File: src/rtl/trigger_conditioner_pkg.sv
// Shared types and defaults for the trigger conditioner.
package trigger_pkg;

   typedef enum logic [1:0] {
      IDLE     = 2'd0,
      ARM_HIGH = 2'd1,
      PRESSED  = 2'd2,
      ARM_LOW  = 2'd3
   } trig_state_t;

   localparam int TRIG_SYNC_STAGES_DEF = 2;
   localparam int TRIG_DEBOUNCE_DEF    = 16;
   localparam int TRIG_COUNT_W         = 8;

endpackage

File: src/rtl/trigger_conditioner_sync_chain.sv
// N-flop synchroniser for an asynchronous level; q_o is the last stage.
module sync_chain #(
   parameter int STAGES = 2
) (
   input  logic clk_i,
   input  logic rst_i,
   input  logic d_i,
   output logic q_o
);

   logic [STAGES-1:0] ff;

   always_ff @(posedge clk_i) begin
      if (rst_i) begin
         ff <= '0;
      end else begin
         ff <= {ff[STAGES-2:0], d_i};
      end
   end

   assign q_o = ff[STAGES-1];

endmodule

File: src/rtl/trigger_conditioner.sv
// Synchronise, debounce and latch a raw button press for the CPU trigger input.
// Optional press counter built only when TRIG_EVENT_COUNT_EN is defined.
module trigger_conditioner
   import trigger_pkg::*;
#(
   parameter int SYNC_STAGES     = TRIG_SYNC_STAGES_DEF,
   parameter int DEBOUNCE_CYCLES = TRIG_DEBOUNCE_DEF
) (
   input  logic                    clk_i,
   input  logic                    rst_i,
   input  logic                    trigger_raw_i,
   input  logic                    ack_i,
   output logic                    trigger_o,
   output logic                    pulse_o,
   output logic                    overrun_o,
   output logic [TRIG_COUNT_W-1:0] count_o
);

   localparam int CNT_W = (DEBOUNCE_CYCLES > 1) ? $clog2(DEBOUNCE_CYCLES) : 1;
   localparam logic [CNT_W-1:0] CNT_LAST = CNT_W'(DEBOUNCE_CYCLES - 1);

   logic              sync;
   trig_state_t       state;
   trig_state_t       state_nxt;
   logic [CNT_W-1:0]  cnt;
   logic [CNT_W-1:0]  cnt_nxt;
   logic              press_evt;

   sync_chain #(
      .STAGES (SYNC_STAGES)
   ) u_sync (
      .clk_i (clk_i),
      .rst_i (rst_i),
      .d_i   (trigger_raw_i),
      .q_o   (sync)
   );

   always_ff @(posedge clk_i) begin
      if (rst_i) begin
         state <= IDLE;
         cnt   <= '0;
      end else begin
         state <= state_nxt;
         cnt   <= cnt_nxt;
      end
   end

   // A press is accepted only on the ARM_HIGH -> PRESSED edge; returning
   // from ARM_LOW to PRESSED is just release bounce and is not an event.
   always_comb begin
      state_nxt = state;
      cnt_nxt   = cnt;
      press_evt = 1'b0;
      case (state)
         IDLE: begin
            if (sync) begin
               state_nxt = ARM_HIGH;
               cnt_nxt   = '0;
            end
         end
         ARM_HIGH: begin
            if (!sync) begin
               state_nxt = IDLE;
            end else if (cnt == CNT_LAST) begin
               state_nxt = PRESSED;
               press_evt = 1'b1;
            end else begin
               cnt_nxt = cnt + CNT_W'(1);
            end
         end
         PRESSED: begin
            if (!sync) begin
               state_nxt = ARM_LOW;
               cnt_nxt   = '0;
            end
         end
         ARM_LOW: begin
            if (sync) begin
               state_nxt = PRESSED;
            end else if (cnt == CNT_LAST) begin
               state_nxt = IDLE;
            end else begin
               cnt_nxt = cnt + CNT_W'(1);
            end
         end
         default: begin
            state_nxt = IDLE;
            cnt_nxt   = '0;
         end
      endcase
   end

   // ack_i is a one-cycle strobe with no ready; a press in the same cycle
   // wins, keeping trigger_o set while still clearing the overrun flag.
   always_ff @(posedge clk_i) begin
      if (rst_i) begin
         pulse_o   <= 1'b0;
         trigger_o <= 1'b0;
         overrun_o <= 1'b0;
      end else begin
         pulse_o <= press_evt;
         if (press_evt) begin
            trigger_o <= 1'b1;
            overrun_o <= ack_i ? 1'b0 : (overrun_o | trigger_o);
         end else if (ack_i) begin
            trigger_o <= 1'b0;
            overrun_o <= 1'b0;
         end
      end
   end

`ifdef TRIG_EVENT_COUNT_EN
   logic [TRIG_COUNT_W-1:0] count_q;

   always_ff @(posedge clk_i) begin
      if (rst_i) begin
         count_q <= '0;
      end else if (press_evt) begin
         count_q <= count_q + TRIG_COUNT_W'(1);
      end
   end

   assign count_o = count_q;
`else
   assign count_o = '0;
`endif

endmodule

File: config.mk
export PLATFORM = sky130hd
export DESIGN_NAME = trigger_conditioner
export DESIGN_NICKNAME = d
export VERILOG_FILES = /design/src/rtl/trigger_conditioner_pkg.sv /design/src/rtl/trigger_conditioner_sync_chain.sv /design/src/rtl/trigger_conditioner.sv
export SDC_FILE = /design/constraint.sdc
export NUM_CORES = 1
export LEC_CHECK = 0
export BUFFER_PORTS_ARGS = -buffer_cell sky130_fd_sc_hd__buf_2
export CAP_MARGIN = 10
export CORE_AREA = 8 8 45 47
export DETAILED_ROUTE_END_ITERATION = 8
export DIE_AREA = 0 0 53 55
export PLACE_DENSITY = 0.73
export SYNTH_ARGS = -nofsm -noshare
export SYNTH_HDL_FRONTEND = slang
export SYNTH_SLANG_ARGS = --single-unit
File: constraint.sdc
create_clock -name clk_i -period 2.1 [get_ports clk_i]
set_clock_uncertainty 0.2 [all_clocks]
set_input_delay 0.42 -clock clk_i [delete_from_list [all_inputs] [get_ports clk_i]]
set_output_delay 0.42 -clock clk_i [all_outputs]
set_load 0.02 [all_outputs]
==> run metrics <==
Arr. time, crit path=between 1 and 1.5 ns; GRT Residual Overflow=0; Crit path max-delay family=simple AND/OR/NAND/NOR gates; Slowest Stage Delay on Critical Path=roughly 0.35 ns; hold-fix buffers at CTS=0; CTS H-tree lvls=1; CTS Buffer Depth=2; die height=between 50 and 60 um; core footprint=0.001384 mm2; HPWL after DPL=roughly 630 um; final net count=67; share of layout cells above drive strength 1=a little under a fifth; crit path launch type=flop; WL final=~790 um; Starting DRT DRC Count=2; leakage=0.2123 nW; Max-cap violations=0; initial antenna violation count=0; FF+latch count, synth=11; synth unique cells=25; RSZ-0062 raised after global routing=no; Total GRT Usage=under 10%; final hold violations=0; Setup TNS=0 ns; Place WS=roughly 0.64 ns; Worst-Skew Late Latency=around 0.26 ns; Ys Warns=0; crit path capture type=flop; CP max-delay cell=dfxtp_1; Wirelength per Cell=10.19 um; post-route worst setup slack=roughly 0.63 ns; Final min period=between 1 and 1.5 ns; vias in the first global route=roughly 350; Mean Syn Cell Area=~9.3 um2; first-pass GRT wire length=1.380 mm; clock sink count=11; die area=~0.0029 mm2; Crit path required time=about 2 ns; RD Place Congestion=between 0.8 and 0.9; WP buf/inv=0; CTS tree=done; Max IR drop VDD=~0.00039 V; fin. max-slew vios=0; post-synthesis sequential area ratio=between 40% and 50%; ant diodes=0; Area after DPL=roughly 500 um2; design area=approximately 530 um2; CP max FO=6; DRT Pass-1 Iters=4; Worst Hold Class=input pin to flop; Finished Layout Cells=77; Syn Inst Count=54; TritonCTS Buffers=3; clk slew on worst S/H paths=roughly 0.060 ns; die width=53 um; Layout area overhead=6.750%; largest net degree at the start of global routing=12; worst-path cell chain=ha_1 > and4_1 > mux2i_1 > nor2_1; vias=approximately 370; Final setup viols=0; DRC Markers=0; leading area contributor after synthesis=dfxtp_1; status=complete, no violations; I/O Buffers=6; root buffer cell=clkbuf_4; # Post-CTS Setup Buffers=0; Fmax=roughly 680 MHz; Rows=14; period utilization=69.82%; power density cells=between 600 and 700 mW/mm2; I/O pins=15; Yosys top cell area share=a little over two fifths; Routed Antenna Nets=0; Setup CP Type=flop to flop; cell area after synthesis=roughly 500 um2; Starting Density=36.17%; placed cell count=73; Resized Gates After CTS=0; ranking of synthesized cells by area=dfxtp_1 (44%), buf_4 (12%), a21oi_1 (5.0%); Avg Vias per Cell=between 4 and 5
==> cells by family (layout without fill, tap and decap cells) <==
kind of cell	after synthesis	count (layout)	synth area share, %
adders and majority gates	1	1	2.500
xor gates and xnor gates	2	2	5.001
other	1	8	0.7493
AOI/OAI and AO/OA	12	12	14.50
DFF	11	11	44.00
buffers and inverters	12	12	15.25
and+or+nand+nor	14	14	16.00
muxes	1	1	2.000
==> report_power, final <==
| group | internal, mW | total, mW | switching, mW |
|---|---|---|---|
| registers | 0.211 | 0.213 | 0.00223 |
| logic | 0.00513 | 0.0242 | 0.0191 |
| clock network | 0.0734 | 0.136 | 0.0624 |
==> layer usage <==
| layer | vias to the layer above | track usage (%) | part of all wire (%) |
|---|---|---|---|
| met4 | 0 | 6.466 | 3.2 |
| li1 | 185 | - | - |
| met5 | - | 0 | 0 |
| met2 | 17 | 9.375 | 45 |
| met3 | 5 | 1.872 | 9.6 |
| met1 | 160 | 7.220 | 42 |
==> area by class of cell <==
type / count / area (um2)
fillers: 148 / 849.6
clock buffers: 4 / 26.28
multi-input cells: 38 / 230.2
well taps: 16 / 20.02
flip-flops and latches: 11 / 220.2
inverters: 2 / 7.507
repair buffers: 6 / 30.03
==> stage by stage <==
stage	power (mW)	utilization, %	hold slack [ns]
2_1_floorplan	0.2487	-	0.2138
3_3_place_gp	0.2415	36.71	0.2233
3_5_place_dp	0.2418	36.71	0.2276
4_1_cts	0.3797	38.61	0.1225
5_1_grt	0.3954	38.61	0.1146
6_report	0.3732	38.61	0.1295
==> cell usage after synthesis <==
master and count:
conb_1 1, and3_1 1, buf_4 8, and4_1 1, nand3_1 2, ha_1 1
nor2b_1 2, a41oi_1 1, mux2i_1 1, a211oi_1 2, nand2b_1 1, xnor2_1 1
a31o_2 1, clkbuf_1 1, nand2_1 1, xor2_2 1, a21oi_1 5, nor3_1 2
clkbuf_2 1, dfxtp_1 11, nand4_1 1, nor2_1 2, nand4b_1 1, inv_1 2
o21ai_0 3
==> path summary, 6_finish.rpt <==
path	startpoint	to	slack, ns	cells after the start
max	cnt[1]	flop	0.63	4
min reg2reg	u_sync.ff[0]	u_sync.ff[1]	0.24	1
max reg2reg	cnt[1]	flop	0.63	4
min	ack_i	overrun_o	0.13	2
==> flip-flops by register name, indices dropped and copies added, names as in the netlist, named ones only <==
register   count
cnt            4
overrun_o      1
pulse_o        1
state          1
trigger_o      1
u_sync.ff      2
==> cells in the final DEF, fill, tap and decap left out <==
cell type,n
dfxtp_1,11
conb_1,8
buf_2,6
a21oi_1,5
o21ai_0,3
clkbuf_4,3
nor3_1,2
inv_1,2
nand3_1,2
a211oi_1,2
nor2b_1,2
nor2_1,2
xnor2_1,1
and4_1,1
nand2b_1,1
xor2_2,1
nand2_1,1
mux2i_1,1
nand4_1,1
a41oi_1,1
nand4b_1,1
and3_1,1
a31o_2,1
ha_1,1
clkbuf_1,1
Power figures use the tool's default switching activity.
